$ cat config.mk
export PLATFORM = sky130hd
export DESIGN_NAME = ex_mem_pipe_stage
export DESIGN_NICKNAME = d
export VERILOG_FILES = /design/src/rtl/ex_mem_pipe_stage.sv
export SDC_FILE = /design/constraint.sdc
export NUM_CORES = 1
export LEC_CHECK = 0
export ABC_CLOCK_PERIOD_IN_PS = 1900
export CORE_MARGIN = 2
export CORE_UTILIZATION = 41
export CTS_BUF_LIST = sky130_fd_sc_hd__clkbuf_16
export DETAILED_ROUTE_END_ITERATION = 8
export PLACE_DENSITY = 0.85
export SLEW_MARGIN = 0
export SYNTH_ARGS = -nofsm -noshare
export SYNTH_HDL_FRONTEND = slang
export SYNTH_SLANG_ARGS = --single-unit
$ cat constraint.sdc
create_clock -name clk -period 1.9 [get_ports clk]
set_clock_uncertainty 0.15 [all_clocks]
set_input_delay 0.38 -clock clk [delete_from_list [all_inputs] [get_ports clk]]
set_output_delay 0.38 -clock clk [all_outputs]
set_load 0.02 [all_outputs]
$ cat src/rtl/ex_mem_pipe_stage.sv
// ex_mem_pipe_stage: EX->MEM pipeline register with valid/ready handshake on both sides.
// Define EX_MEM_SKID_EN for a two-entry skid buffer with a registered in_ready.
module ex_mem_pipe_stage #(
  parameter int DATA_W = 10,
  parameter int ADDR_W = 3,
  parameter int CTRL_W = 3
) (
  input  logic              clk,
  input  logic              reset,
  input  logic              flush,
  input  logic              in_valid,
  output logic              in_ready,
  input  logic [DATA_W-1:0] in_aluA,
  input  logic [DATA_W-1:0] in_aluB,
  input  logic [DATA_W-1:0] in_store_data,
  input  logic [ADDR_W-1:0] in_rs1_addr,
  input  logic [ADDR_W-1:0] in_rs2_addr,
  input  logic [CTRL_W-1:0] in_alu_ctrl,
  input  logic              in_reg_wb,
  input  logic              in_mem_we,
  input  logic              in_mem_re,
  output logic              out_valid,
  input  logic              out_ready,
  output logic [DATA_W-1:0] out_aluA,
  output logic [DATA_W-1:0] out_aluB,
  output logic [DATA_W-1:0] out_store_data,
  output logic [ADDR_W-1:0] out_rs1_addr,
  output logic [ADDR_W-1:0] out_rs2_addr,
  output logic [CTRL_W-1:0] out_alu_ctrl,
  output logic              out_reg_wb,
  output logic              out_mem_we,
  output logic              out_mem_re,
  output logic [1:0]        occupancy
);
  localparam int PW = 3*DATA_W + 2*ADDR_W + CTRL_W + 3;
  typedef enum logic [1:0] {EMPTY = 2'd0, ONE = 2'd1, TWO = 2'd2} state_t;
  state_t state, state_n;
  logic [PW-1:0] in_pl, head;
  logic [2:0] head_ctl;
  logic in_xfer, out_xfer, load_head;
`ifdef EX_MEM_SKID_EN
  logic [PW-1:0] skid;
  logic load_skid, pop_skid;
`endif
  assign in_pl = {in_aluA, in_aluB, in_store_data, in_rs1_addr, in_rs2_addr, in_alu_ctrl,
                  in_reg_wb, in_mem_we, in_mem_re};
  assign in_xfer = in_valid & in_ready;
  assign out_xfer = out_valid & out_ready;
  assign out_valid = state != EMPTY;
  assign occupancy = state;
  // Data fields keep their last value in a bubble; only the control bits are squashed.
  assign {out_aluA, out_aluB, out_store_data, out_rs1_addr, out_rs2_addr, out_alu_ctrl, head_ctl} = head;
  assign {out_reg_wb, out_mem_we, out_mem_re} = head_ctl & {3{out_valid}};
  always_comb begin
    state_n = state;
    load_head = 1'b0;
`ifdef EX_MEM_SKID_EN
    load_skid = 1'b0;
    pop_skid = 1'b0;
`endif
    case (state)
      EMPTY: if (in_xfer) begin
        state_n = ONE;
        load_head = 1'b1;
      end
      ONE: if (in_xfer && out_xfer) load_head = 1'b1;
        else if (out_xfer) state_n = EMPTY;
`ifdef EX_MEM_SKID_EN
        else if (in_xfer) begin
          state_n = TWO;
          load_skid = 1'b1;
        end
      TWO: if (out_xfer) begin
        state_n = ONE;
        pop_skid = 1'b1;
      end
`endif
      default: state_n = EMPTY;
    endcase
    if (flush) begin
      state_n = EMPTY;
      load_head = 1'b0;
`ifdef EX_MEM_SKID_EN
      load_skid = 1'b0;
      pop_skid = 1'b0;
`endif
    end
  end
  always_ff @(posedge clk or negedge reset) begin
    if (!reset) state <= EMPTY;
    else state <= state_n;
  end
  always_ff @(posedge clk or negedge reset) begin
    if (!reset) head <= '0;
    else if (load_head) head <= in_pl;
`ifdef EX_MEM_SKID_EN
    else if (pop_skid) head <= skid;
`endif
  end
`ifdef EX_MEM_SKID_EN
  always_ff @(posedge clk or negedge reset) begin
    if (!reset) skid <= '0;
    else if (load_skid) skid <= in_pl;
  end
  // Registered ready keeps out_ready off the combinational path to in_ready.
  always_ff @(posedge clk or negedge reset) begin
    if (!reset) in_ready <= 1'b1;
    else in_ready <= state_n != TWO;
  end
`else
  assign in_ready = ~out_valid | out_ready;
`endif
endmodule

Word level (Yosys, flattened, before mapping)
Index checks and enable logic that the tools add are counted.
W data, S select, Z words.
{"block": "classes", "n_addsub": 0, "multipliers": 0, "n_div": 0, "magnitude_cmp": 0, "eq_ne": 4, "n_shift": 0, "muxes": 9, "bitwise_logic": 5, "reduce_logical": 4}
{"cell": "$ne A3 B3 Y1 const B", "count": 3}
{"cell": "$mux W2", "count": 4}
{"cell": "$pmux W2 S2", "count": 1}
{"cell": "$and A3 B3 Y3", "count": 1}
{"cell": "$mux W1", "count": 3}
{"cell": "$reduce_and A3 Y1", "count": 1}
{"cell": "$and A1 B1 Y1", "count": 2}
{"cell": "$eq A2 B1 Y1 const B", "count": 1}
{"cell": "$logic_not A2 Y1", "count": 1}
{"cell": "$pmux W1 S2", "count": 1}
{"cell": "$reduce_bool A2 Y1", "count": 1}
{"cell": "$logic_and A1 B1 Y1", "count": 1}
{"cell": "$not A1 Y1", "count": 1}
{"cell": "$or A1 B1 Y1", "count": 1}
{"block": "totals", "register_bits": 44, "latchBits": 0, "mem_bits_rw": 0, "romBits": 0, "inputBits": 47, "out_inout_bits": 46, "word_cells": 24, "n_memories": 0}

Longest topological paths before layout
{"block": "logic_depth", "word_depth": 8, "ltp_mapped": 4, "ltp_nobuf": 3}

Least setup slack after synthesis
No wires, ideal clock.
{"block": "synth_path", "path_kind": "reg-to-reg", "from": "reg state[0], in the netlist occupancy[0]", "to": "reg head[29]", "setup_time_ns": 0.125, "t_arrival_ns": 1.464, "required_ns": 1.625, "setup_slack_ns": 0.161, "stages_incl_launch_ff": 5, "synth_period_minus_slack_ns": 1.739, "cell_sequence": "dfrtp_1 -> nor2b_4 -> nor3b_4 -> buf_6 -> mux2_2"}
{"block": "synth_between", "elab_chain_len": 8}
{"item": "start: declaration", "line": "37", "source": "state_t state, state_n;"}
{"item": "start signal: assignment", "line": "91", "source": "else state <= state_n;"}
{"item": "$reduce_bool A2 Y1", "line": "49", "source": "assign out_valid = state != EMPTY;"}
{"item": "$not A1 Y1", "line": "111", "source": "assign in_ready = ~out_valid | out_ready;"}
{"item": "$or A1 B1 Y1", "line": "111"}
{"item": "$and A1 B1 Y1", "line": "47", "source": "assign in_xfer = in_valid & in_ready;"}
{"item": "$logic_and A1 B1 Y1", "line": "66", "source": "ONE: if (in_xfer && out_xfer) load_head = 1'b1;"}
{"item": "$mux W1", "line": "66"}
{"item": "$pmux W1 S2 *", "line": "61", "source": "case (state)"}
{"item": "$mux W1 *", "line": "80", "source": "if (flush) begin"}
{"item": "end signal: assignment", "line": "95", "source": "else if (load_head) head <= in_pl;"}
{"item": "end: declaration", "line": "38", "source": "logic [PW-1:0] in_pl, head;"}
Every way passes the cells marked *; elsewhere a longest branch is shown, timed or not.
A chain may end at the register's enable or synchronous reset.

Worst setup path after layout
{"block": "layout_path", "from": "in out_ready", "to": "out in_ready"}
{"block": "layout_between", "elab_chain_len": 1}
{"item": "start: declaration", "line": "23", "source": "input logic out_ready,"}
{"item": "$or A1 B1 Y1", "line": "111"}
{"item": "end: declaration", "line": "12", "source": "output logic in_ready,"}
Every way passes these cells.

==> summary.md <==
| Metric | Value |
|---|---|
| Total inserted antenna cells | 0 |
| Syn Inst Count | 139 |
| Total Routing Usage GR | 0.139 |
| Slew Viols, Final | 0 |
| Relative contribution of combinational cells to total power | 0.297 |
| Wire length per cell | 14.1 um |
| Sequential cell fraction of total power | 0.417 |
| Share of the synthesized area in the top cell type | 0.547 |
| Library cell with the largest summed area after synthesis | sky130_fd_sc_hd__dfrtp_1 |
| RSZ-0062 raised after global routing | false |
| Number of instances on the worst hold path | 1 |
| Drt drc | 0 |
| Number of top-level pins | 93 |
| Number of global-route vias before repair | 1236 |
| Sinks on Clock Net | 43 |
| Global-route wire length before repair | 5550 um |
| Leakage power figure | 1.19 nW |
| TritonCTS Buffers | 5 |
| Setup CP Type | in2out |
| Final-layout fill cell count | 394 |
| Syn_nets | 186 |
| Combined area of all synthesized cells | 1970 um^2 |
| Clk slew on worst S/H paths | 0.06 ns |
| Maximum level of the CTS H-tree | 2 |
| Maximum VDD drop | 0.487 mV |
| Sum of overflow across all layers after global routing | 0 |
| CP max FO | 3 |
| Iteration-0 DRC Markers | 31 |
| Starting Density | 0.422 |
| Final net count | 243 |
| Port Buffer Count | 91 |
| Most common cell after layout, fill and taps aside | sky130_fd_sc_hd__clkdlybuf4s50_1 |
| Root buffer cell | sky130_fd_sc_hd__clkbuf_16 |
| Internal power | 0.00201 W |
| Fraction of the yosys area taken by sequential cells | 0.547 |
| TNS Setup | 0 ns |
| Mean instance size in the synthesized netlist | 14.2 um^2 |
| Fraction of final layout cells sized beyond drive strength 1 | 0.254 |
| Maximum number of pins on one net before global-route repair | 25 |
| Vias per cell | 4.57 |
| Power Density | 981 nW/um^2 |
| Power spent charging and discharging nets | 0.000731 W |
| Count of cell types in the netlist | 11 |
| CTS tree | yes |
| Clock share of power | 0.286 |
| CP endpoint kind | output port |
| Worst Setup Slack post-DPL | -0.215 ns |
| Horizontal die dimension | 73.3 um |
| Full die area | 5370 um^2 |
| Buffers from clock root to sink, at most | 2 |
| Clock insertion delay at the later pin of the skew report | 0.28 ns |
| Switching power as a share of total power | 0.267 |
| Portion of the clock cycle consumed by the worst path in the final layout | 0.980 |
| Multi-input gate area in the final layout | 536 um^2 |
| DRT Wirelength | 3530 um |
| Worst r2r path cells | 4 |
| Standard-cell rows | 25 |
| Required time of the critical path | 1.37 ns |
| Height of the chip | 73.3 um |
| Placed cell count | 242 |
| Register area | 1080 um^2 |
| Total of max-cap violations | 0 |
| Core Area | 4660 um^2 |
| Clock period minus worst slack | 1.86 ns |
| First drt pass iteration count | 2 |
| Final weighted congestion in routability-driven placement | 0.635 |
| Estimated wirelength of the detail-placed design | 2710 um |
| Post-route antenna net violation count | 0 |
| Commonest cells after routing, fill and taps aside | sky130_fd_sc_hd__clkdlybuf4s50_1 (84), sky130_fd_sc_hd__dfrtp_1 (43), sky130_fd_sc_hd__mux2_2 (39) |
| Worst Path Arrival | 1.33 ns |
| Path type of the worst min-delay path | reg2reg |
| Worst-case setup margin in the final layout | 0.0381 ns |
| Hold Fails Final Rpt | 0 |
| Setup violators final | 0 |
| Via count of the routed design | 1148 |
| Register bit count reported by yosys | 43 |
| Top post-synthesis cells by area | sky130_fd_sc_hd__dfrtp_1 (55%), sky130_fd_sc_hd__mux2_2 (22%), sky130_fd_sc_hd__buf_4 (16%) |
| Yosys warning count | 0 |
| F_max | 537 MHz |
| Final instance count without filler cells | 251 |
| Initial antenna violation count | 0 |
| Status | complete, no violations |
| Setup bufs post-CTS | 0 |
| Nature of the critical path startpoint | primary input |
| P&R area growth vs syn | 42.1% |
==> metal layers <==
layer  vias to the layer above  global-route usage  share of wire
met5                         -                   0              0
li1                        534                   -              -
met3                         8              0.0439          0.087
met1                       556               0.142           0.35
met4                         0              0.0617          0.016
met2                        50               0.256           0.54
==> state kept, by name, indices dropped and copies added (netlist names) <==
register,cells
head,42
occupancy,1
==> critical path, cell delays in order <==
cell                              delay [ns]
sky130_fd_sc_hd__clkdlybuf4s50_1        0.44
sky130_fd_sc_hd__nor2b_4                0.17
sky130_fd_sc_hd__inv_1                  0.06
sky130_fd_sc_hd__clkdlybuf4s15_1        0.28
==> final timing paths <==
path	slack (ns)	start	to
setup reg to reg	0.18	occupancy[0]	head[19]
setup / recovery	0.04	out_ready	in_ready
min in group asynchronous	0.45	reset	head[29]
max in group asynchronous	0.66	reset	head[15]
hold / removal	0.33	head[35]	head[35]
hold reg to reg	0.33	head[35]	head[35]
==> final cells by class <==
class / instances / area share
Inverter: 1 / 0.00134
Tap cell: 54 / 0.0242
Clock inverter: 3 / 0.00403
Sequential cell: 43 / 0.385
Multi-Input combinational cell: 50 / 0.191
Clock buffer: 5 / 0.0447
Timing Repair Buffer: 95 / 0.349
==> logic make-up (layout without fill, tap and decap cells) <==
family,count (synthesis),in the layout,share of synthesized area
buf+inv,46,104,0.181
flops,43,43,0.547
mux,42,42,0.240
other cells,1,1,0.00191
simple gates,7,7,0.0299
==> what timing repair did <==
| item | CTS | global route |
|---|---|---|
| gates resized for setup | 4 | 3 |
| hold buffers | 1 | 0 |
| endpoints found under the setup margin | 4 | 3 |
| endpoints found under the hold margin | 19 | 0 |
==> Yosys cell counts (all sizes together) <==
| master | count |
|---|---|
| and2 | 3 |
| buf | 45 |
| conb | 1 |
| dfrtp | 43 |
| inv | 1 |
| mux2 | 42 |
| nor2 | 2 |
| nor2b | 1 |
| nor3b | 1 |
==> power groups by stage <==
stage               Combinational [W]  Clock, W  Sequential, W
floorplan                    0.000592         0        0.00114
global placement             0.000814         0        0.00115
detailed placement           0.000828         0        0.00116
CTS                          0.000829  0.000820        0.00115
global route                 0.000864  0.000852        0.00117
finish                       0.000814  0.000786        0.00114
==> stage by stage <==
stage,total power [W],hold WS [ns],cell area (um^2),util
after detailed placement,0.00199,0.215,2650,0.568
final,0.00274,0.334,2800,0.600
after floorplan,0.00174,-0.0656,1970,-
after global routing,0.00288,0.353,2800,0.600
after global placement,0.00197,0.215,2650,0.568
after CTS,0.00280,0.339,2790,0.599
Power figures use the tool's default switching activity.
